===== src/rtl/pipeline_pkg.sv =====
// pipeline_pkg: shared types and constants for the pipeline controller and pipeline registers
package pipeline_pkg;

    typedef enum logic [1:0] {
        RUN      = 2'd0,
        MEM_WAIT = 2'd1,
        HALT     = 2'd2
    } pctrl_state_t;

    typedef struct packed {
        logic reg_write;
        logic mem_to_reg;
    } wb_ctrl_t;

    // Bubble loaded into a pipeline register on flush: every control bit cleared
    localparam wb_ctrl_t WB_CTRL_NOP = '0;

endpackage


===== src/rtl/pipeline_ctrl_hazard_detect.sv =====
// hazard_detect: combinational load-use compare between the load in EX and the sources of ID
module hazard_detect #(
    parameter int REG_ADDR_W = 6
) (
    input  logic [REG_ADDR_W-1:0] id_rs1_addr,
    input  logic [REG_ADDR_W-1:0] id_rs2_addr,
    input  logic                  id_uses_rs1,
    input  logic                  id_uses_rs2,
    input  logic                  ex_mem_read,
    input  logic [REG_ADDR_W-1:0] ex_rd_addr,
    output logic                  load_use
);

    // x0 is never a real producer, so a load targeting it cannot create a hazard
    always_comb begin
        load_use = ex_mem_read && (ex_rd_addr != '0) &&
                   ((id_uses_rs1 && (id_rs1_addr == ex_rd_addr)) ||
                    (id_uses_rs2 && (id_rs2_addr == ex_rd_addr)));
    end

endmodule


===== src/rtl/pipeline_ctrl.sv =====
// pipeline_ctrl: stall/flush controller for the five-stage pipeline with memory-wait FSM
module pipeline_ctrl
    import pipeline_pkg::*;
#(
    parameter int REG_ADDR_W  = 6,
    parameter int MEM_TIMEOUT = 255,
    parameter int CNT_W       = 32
) (
    input  logic                  clk,
    input  logic                  rst,
    input  logic [REG_ADDR_W-1:0] id_rs1_addr,
    input  logic [REG_ADDR_W-1:0] id_rs2_addr,
    input  logic                  id_uses_rs1,
    input  logic                  id_uses_rs2,
    input  logic                  ex_mem_read,
    input  logic [REG_ADDR_W-1:0] ex_rd_addr,
    input  logic                  ex_branch_taken,
    input  logic                  mem_access,
    input  logic                  dmem_ack,
    output logic                  dmem_req,
    output logic                  pc_en,
    output logic                  if_id_en,
    output logic                  id_ex_en,
    output logic                  ex_mem_en,
    output logic                  mem_wb_en,
    output logic                  if_id_flush,
    output logic                  id_ex_flush,
    output logic                  mem_wb_flush,
    output logic                  mem_err,
    output logic [CNT_W-1:0]      stall_cycles
);

    localparam int WCW = $clog2(MEM_TIMEOUT + 1);

    pctrl_state_t   state_q;
    logic [WCW-1:0] wait_cnt_q;
    logic           mem_err_q;
    logic [CNT_W-1:0] stall_q;
    logic           load_use;
    logic           mem_hold;
    logic           flow;
    logic           branch;
    logic           lu_stall;
    logic           timeout;

    hazard_detect #(.REG_ADDR_W(REG_ADDR_W)) u_hazard_detect (
        .id_rs1_addr (id_rs1_addr),
        .id_rs2_addr (id_rs2_addr),
        .id_uses_rs1 (id_uses_rs1),
        .id_uses_rs2 (id_uses_rs2),
        .ex_mem_read (ex_mem_read),
        .ex_rd_addr  (ex_rd_addr),
        .load_use    (load_use)
    );

    // Stall/flush decode: memory hold beats branch, branch beats load-use; reset overrides all
    always_comb begin
        mem_hold     = !dmem_ack && ((state_q == RUN && mem_access) || state_q == MEM_WAIT);
        flow         = (state_q != HALT) && !mem_hold;
        branch       = flow && ex_branch_taken;
        lu_stall     = flow && !ex_branch_taken && load_use;
        timeout      = (state_q == MEM_WAIT) && !dmem_ack && (wait_cnt_q == WCW'(MEM_TIMEOUT - 1));
        pc_en        = !rst && flow && !lu_stall;
        if_id_en     = !rst && flow && !lu_stall;
        id_ex_en     = !rst && flow;
        ex_mem_en    = !rst && flow;
        mem_wb_en    = !rst && (state_q != HALT);
        if_id_flush  = rst || branch;
        id_ex_flush  = rst || branch || lu_stall;
        mem_wb_flush = rst || mem_hold;
        dmem_req     = !rst && (state_q != HALT) && mem_access;
        mem_err      = mem_err_q;
        stall_cycles = stall_q;
    end

    // FSM, wait counter, sticky timeout flag and saturating stall counter
    always_ff @(posedge clk) begin
        if (rst) begin
            state_q    <= RUN;
            wait_cnt_q <= '0;
            mem_err_q  <= 1'b0;
            stall_q    <= '0;
        end else begin
            if (!pc_en && stall_q != '1)
                stall_q <= stall_q + CNT_W'(1);
            if (timeout)
                mem_err_q <= 1'b1;
            case (state_q)
                RUN: begin
                    wait_cnt_q <= '0;
                    state_q    <= (mem_access && !dmem_ack) ? MEM_WAIT : RUN;
                end
                MEM_WAIT: begin
                    wait_cnt_q <= dmem_ack ? '0 : wait_cnt_q + WCW'(1);
                    state_q    <= dmem_ack ? RUN : (timeout ? HALT : MEM_WAIT);
                end
                default: state_q <= HALT;
            endcase
        end
    end

endmodule


===== config.mk =====
export PLATFORM = sky130hd
export DESIGN_NAME = pipeline_ctrl
export DESIGN_NICKNAME = d
export VERILOG_FILES = /design/src/rtl/pipeline_pkg.sv /design/src/rtl/pipeline_ctrl_hazard_detect.sv /design/src/rtl/pipeline_ctrl.sv
export SDC_FILE = /design/constraint.sdc
export NUM_CORES = 1
export LEC_CHECK = 0
export BUFFER_PORTS_ARGS = -buffer_cell sky130_fd_sc_hd__buf_4
export CAP_MARGIN = 20
export CORE_UTILIZATION = 30
export CTS_BUF_LIST = sky130_fd_sc_hd__clkbuf_16
export DETAILED_ROUTE_END_ITERATION = 8
export GPL_TIMING_DRIVEN = 0
export PLACE_DENSITY = 0.47
export SLEW_MARGIN = 20
export SYNTH_ARGS = -nofsm -noshare
export SYNTH_HDL_FRONTEND = slang
export SYNTH_SLANG_ARGS = --single-unit
export TNS_END_PERCENT = 1

===== constraint.sdc =====
create_clock -name clk -period 6.65 [get_ports clk]
set_input_delay 1.33 -clock clk [delete_from_list [all_inputs] [get_ports clk]]
set_output_delay 1.33 -clock clk [all_outputs]
set_load 0.01 [all_outputs]

==> results of run 1 <==
-- where the power goes --
| group | switching, mW | total (mW) | internal, mW |
|---|---|---|---|
| Clock | 0.108 | 0.286 | 0.177 |
| Combinational | 0.0337 | 0.0672 | 0.0336 |
| Sequential | 0.00296 | 0.262 | 0.259 |
| Total | 0.145 | 0.615 | 0.470 |
-- cell families (layout without fill, tap and decap cells) --
| group | count (synthesis) | count (layout) | synth area share, % |
|---|---|---|---|
| XOR/XNOR | 12 | 12 | 4.05 |
| AO/OA/AOI/OAI | 75 | 75 | 18.5 |
| multiplexers | 6 | 6 | 3.18 |
| buffers and inverters | 26 | 101 | 6.46 |
| AND/OR/NAND/NOR | 151 | 151 | 33.3 |
| adder cells (fa/ha/maj) | 3 | 3 | 1.45 |
| flip-flops | 43 | 43 | 33.2 |
-- Yosys cell counts, types with 6 or more instances --
cell type  instances
nor2b_1            6
and3_1             8
nand2_1           18
nor2_1            37
nand4_1           11
nand3_1           19
dfxtp_1           43
o31ai_1           20
o21ai_0            6
clkbuf_1           8
xnor2_1           12
or4_1             22
a21oi_1           31
-- layer usage --
metal  share of wire [%]  up-vias
met5                   0        -
met1                  49     1254
met4                0.84        0
met3                 4.9        5
li1                    -     1334
met2                  45       74
-- flip-flops by register name, summed over array words and instances (netlist names) --
signal,count
wait_cnt_q,8
stall_cycles,32
mem_err,1
state_q,2
-- cell type report --
| class | count | area share, % |
|---|---|---|
| Tap cell | 105 | 3.86 |
| Sequential cell | 43 | 25.3 |
| Multi-Input combinational cell | 247 | 46.1 |
| Clock buffer | 5 | 3.68 |
| Timing Repair Buffer | 67 | 14.8 |
| Inverter | 6 | 0.736 |
| Clock inverter | 3 | 1.29 |
| Buffer | 20 | 4.20 |
-- worst max-delay path, cell delays in order --
cell      delay (ns)
buf_4           0.13
or4_1           0.53
nor3_2          0.13
and4bb_4        0.27
a21o_4          0.25
inv_4           0.06
buf_6           0.13
buf_12          0.15
buf_12          0.13
buf_4           0.10
buf_4           0.10
-- path summary, 6_finish.rpt --
path                                        end  slack [ns]  cells past startpoint
worst max-delay path                      pc_en        2.00                     11
worst min-delay path                    mem_err        0.47                      2
worst max register to register  stall_cycles[3]        4.16                     10
worst min register to register          mem_err        0.47                      2
==> results.yml, run 1 <==
timing:
  drv_slew: 0
  fmax_mhz: 215
  setup_viol: 0
  fin_tns_setup_ns: 0
  fin_crit_sh_pct: 69.9
  fin_ws_ns: 2.00
  relSlewSlack_pct: 52.5
  clock_skew_ns: 0.00676
  hold_viol: 0
  rsz0062_at_grt: "false"
  worstMarginPinSlew_ns: 0.709
  finalCriticalPeriod_ns: 4.65
  whs_ns: 0.474
power:
  power.density_nw_per_um2: 181
  vdd_drop_max_mv: 0.0974
  total_power_mw: 0.615
  p_leak_nw: 1.28
min_path:
  min_from: "mem_err"
  hp-class: "reg -> reg"
worst_setup_path:
  worstPathArrival_ns: 3.32
  cp_data_required_time_ns: 5.32
  cp-start-kind: "primary input"
  endpoint_kind: "primary output"
  crit_start: "ex_rd_addr[3]"
  r2r_start: "stall_cycles[12]"
  crit_path_max_fanout: 11
  setup.worst_path.class: "in -> out"
grt:
  grt_max_degree: 15
  grt_usage_pct: 18.0
  antenna_found_initial: 0
  top_usage_layer: "met2"
  met2_usage_pct: 28.8
  gr-total-overflow: 0
  met1_usage_pct: 25.1
  grt_pass1_wl_um: 12600
  grtUsageMet3_pct: 3.19
  grt_pass1_vias: 2420
yosys:
  synth_seq_cells: 43
  yosysSeqAreaShare_pct: 33.2
  yosys_warnings: 0
  ys_types: 49
  syn_avg_cell_area_um2: 8.22
  async_flop_share_pct: 0
  syn_nets: 345
  syn_area_um2: 2600
  synth_flop_cell: "dfxtp_1"
  synth-edff-count: 0
  syn_inst: 316
  yosys.area.top_type: "dfxtp_1"
  synthTopCellsByArea: "dfxtp_1 33%, or4_1 6.4%, a21oi_1 6.0%"
  synth_top_area_share_pct: 33.2
clocking:
  cts.sinks: 43
  holdBufCountCts: 0
  post_cts_resized: 0
  postCtsSetupBuffers: 0
  clkTransAtPathRegs_ns: 0.07
  h-tree-depth: 2
  cts_tree: "yes"
  clock_latency_ns: 0.28
  cts_buffer_depth: 2
  cts_root_buf: "clkbuf_16"
  numCtsBuffers: 5
detailed_routing:
  vias_per_cell: 5.38
  antenna_left: 0
  wl_per_cell_um: 15.6
  wl_um: 7740
  vias: 2667
  first_iter_violations: 102
  drc: 0
  drtPass1Iterations: 4
finish:
  drive_above_1_share_pct: 27.6
  area_growth_pct: 30.9
  final_cell_mix: "70 x buf_4, 43 x dfxtp_1, 37 x nor2_1"
  fin_nets: 419
  final_cell_count_no_fill: 496
  final_util_pct: 41.0
  regArea_um2: 861
  final_common_cell: "buf_4"
  design_area_um2: 3400
  insertedDiodeCount: 0
  n_fill_cell: 868
  multi_input_area_um2: 1570
placement:
  preCtsSetupSlack_ns: 1.99
  hpwl_um: 5670
  dpl.cell_count: 488
  portBuffers: 67
  placed_area_um2: 3230
  place_congestion: 0.773
floorplan:
  ios: 68
  die_x_um: 95.0
  initial_core_util_pct: 31.3
  die_area_um2: 9030
  die_y_um: 95.0
  coreArea_um2: 8300
  rows: 33
run:
  maxCapViolations: 0
status:
  status: "complete, no violations"
(Power assumes the default switching activity.)
==> run 2, diff against run 1 <==
- ABC_AREA: not set -> 1
- clock period: 6.65 -> 4.7 ns (I/O delays scaled with it)
==> results.yml, run 2 <==
status:
  status: "complete, no violations"
yosys:
  synth_top_area_share_pct: 29.9
  syn_nets: 504
  synth_most_common_cell: "nand2_1"
  yosysSeqAreaShare_pct: 29.9
  yosys_warnings: 0
  synthTopCellsByCount: "129 x nand2_1, 73 x nor2_1, 54 x inv_1"
  yosys.area.top_type: "dfxtp_1"
  synth_flop_cell: "dfxtp_1"
  ys_types: 36
  synth_seq_cells: 43
  syn_inst: 475
  synthTopCellsByArea: "dfxtp_1 30%, nand2_1 17%, nor2_1 9.5%"
  synth-edff-count: 0
  async_flop_share_pct: 0
  syn_area_um2: 2880
  syn_avg_cell_area_um2: 6.05
clocking:
  cts_buffer_depth: 2
  clock_latency_ns: 0.29
  post_cts_resized: 0
  numCtsBuffers: 5
  clkTransAtPathRegs_ns: 0.06
  h-tree-depth: 2
  postCtsSetupBuffers: 0
  holdBufCountCts: 0
  cts.sinks: 43
  cts_root_buf: "clkbuf_16"
  cts_tree: "yes"
min_path:
  holdPathEnd: "mem_err"
  hp-class: "reg -> reg"
  min_from: "mem_err"
  hold_depth: 2
grt:
  grt_usage_pct: 16.1
  grt_pass1_wl_um: 13000
  antenna_found_initial: 0
  grt_pass1_vias: 2849
  grt_max_degree: 14
  gr-total-overflow: 0
finish:
  final_cell_mix: "129 x nand2_1, 75 x buf_4, 73 x nor2_1"
  regArea_um2: 861
  final_common_cell: "nand2_1"
  multi_input_area_um2: 1640
  area_growth_pct: 27.8
  largest_reg_flops: 32
  drive_above_1_share_pct: 22.6
  n_fill_cell: 1065
  insertedDiodeCount: 0
  fin_nets: 577
floorplan:
  ios: 68
  die_area_um2: 9980
  initial_core_util_pct: 31.0
  die_x_um: 99.9
  coreArea_um2: 9280
  rows: 35
  die_y_um: 99.9
detailed_routing:
  vias_per_cell: 4.46
  first_iter_violations: 88
  wl_per_cell_um: 11.0
  antenna_left: 0
  drc: 0
  drtPass1Iterations: 4
  vias: 3027
  wl_um: 7460
timing:
  fin_crit_sh_pct: 70.8
  setup_viol: 0
  worstMarginPinSlew_ns: 0.325
  drv_slew: 0
  fin_tns_setup_ns: 0
  rsz0062_at_grt: "false"
  finalCriticalPeriod_ns: 3.33
  hold_viol: 0
  whs_ns: 0.460
  relSlewSlack_pct: 78.1
  clock_skew_ns: 0.00614
  fmax_mhz: 301
power:
  p_leak_nw: 1.70
  power.density_nw_per_um2: 222
  vdd_drop_max_mv: 0.138
placement:
  place_congestion: 0.772
  hpwl_um: 5750
  portBuffers: 66
worst_setup_path:
  crit_path_max_fanout: 10
  cp-start-kind: "primary input"
  r2r_cells: 10
  r2r_start: "stall_cycles[0]"
  cp_data_required_time_ns: 3.76
  regToRegSetupSlack_ns: 2.85
  setup.worst_path.class: "in -> out"
  worstPathArrival_ns: 2.39
  crit-reg2reg-capture: "stall_cycles[30]"
  endpoint_kind: "primary output"
  crit_start: "id_rs2_addr[3]"
run:
  maxCapViolations: 0
[run 2: cell count changes after synthesis, moves of 9 or more]
| cell | previous run | this run |
|---|---|---|
| or4_1 | 22 | 0 |
| xnor2_1 | 12 | 1 |
| nor2_1 | 37 | 73 |
| nand2_1 | 18 | 129 |
| inv_2 | 0 | 13 |
| a21oi_1 | 31 | 40 |
| inv_1 | 5 | 54 |
| o31ai_1 | 20 | 0 |
| nand3_1 | 19 | 50 |
[run 2: worst max-delay path by stage]
stage / slack, ns / to / depth (start not counted)
2_1_floorplan: 1.69 / pc_en / 9
3_3_place_gp: 1.37 / pc_en / 11
3_5_place_dp: 1.37 / pc_en / 15
4_1_cts: 1.35 / pc_en / 15
5_1_grt: 1.14 / pc_en / 15
6_report: 1.37 / pc_en / 15
[run 2: logic make-up (layout without fill, tap and decap cells)]
logic type      count (synthesis)  count (layout)  share of synthesized area [%]
xor+xnor                        2               2                          0.609
fa+ha+maj                       3               3                           1.31
flops                          43              43                           29.9
compound gates                 56              56                           10.5
simple gates                  287             287                           44.8
buf+inv                        84             158                           12.9
[run 2: layout make-up]
class,count,area share (%)
plain buffers,16,3.13
clock buffers,5,3.41
well taps,129,4.39
flip-flops and latches,43,23.4
multi-input cells,348,44.8
inverters,68,6.95
repair buffers,66,13.5
clock inverters,3,0.443
[run 2: layer usage]
metal  wire, µm  vias up  GRT usage [%]
li1           -     1641              -
met1       3630     1329           20.3
met2       3450       53           28.0
met4         63        0           3.73
met3        318        4           3.69
met5          0        -              0
[run 2: per-stage QoR]
step / power [mW] / cell area, µm² / worst slack (ns) / cells / utilization (%)
after floorplan: 0.438 / 2880 / 1.69 / 475 / -
after global placement: 0.483 / 3530 / 1.37 / 670 / 38.0
after detailed placement: 0.484 / 3530 / 1.37 / 670 / 38.0
after CTS: 0.832 / 3670 / 1.35 / 678 / 39.6
after global routing: 0.858 / 3670 / 1.14 / 678 / 39.6
final: 0.815 / 3670 / 1.37 / 678 / 39.6
[run 2: worst max-delay path, stage by stage]
cell     delay (ns)
buf_4          0.11
inv_1          0.07
nor2_1         0.05
nor2_1         0.08
nand2_1        0.05
nor2_1         0.10
nand2_1        0.06
nand2_1        0.06
nand2_1        0.06
nand2_1        0.10
buf_4          0.19
buf_4          0.20
inv_1          0.07
buf_4          0.12
buf_4          0.13
[run 2: power by group]
group	internal [mW]	leakage (nW)	switching, mW	total, mW
clock	0.194	0.0710	0.146	0.340
combinational	0.0470	1.28	0.0559	0.103
sequential	0.368	0.347	0.00380	0.371
total	0.609	1.70	0.206	0.815
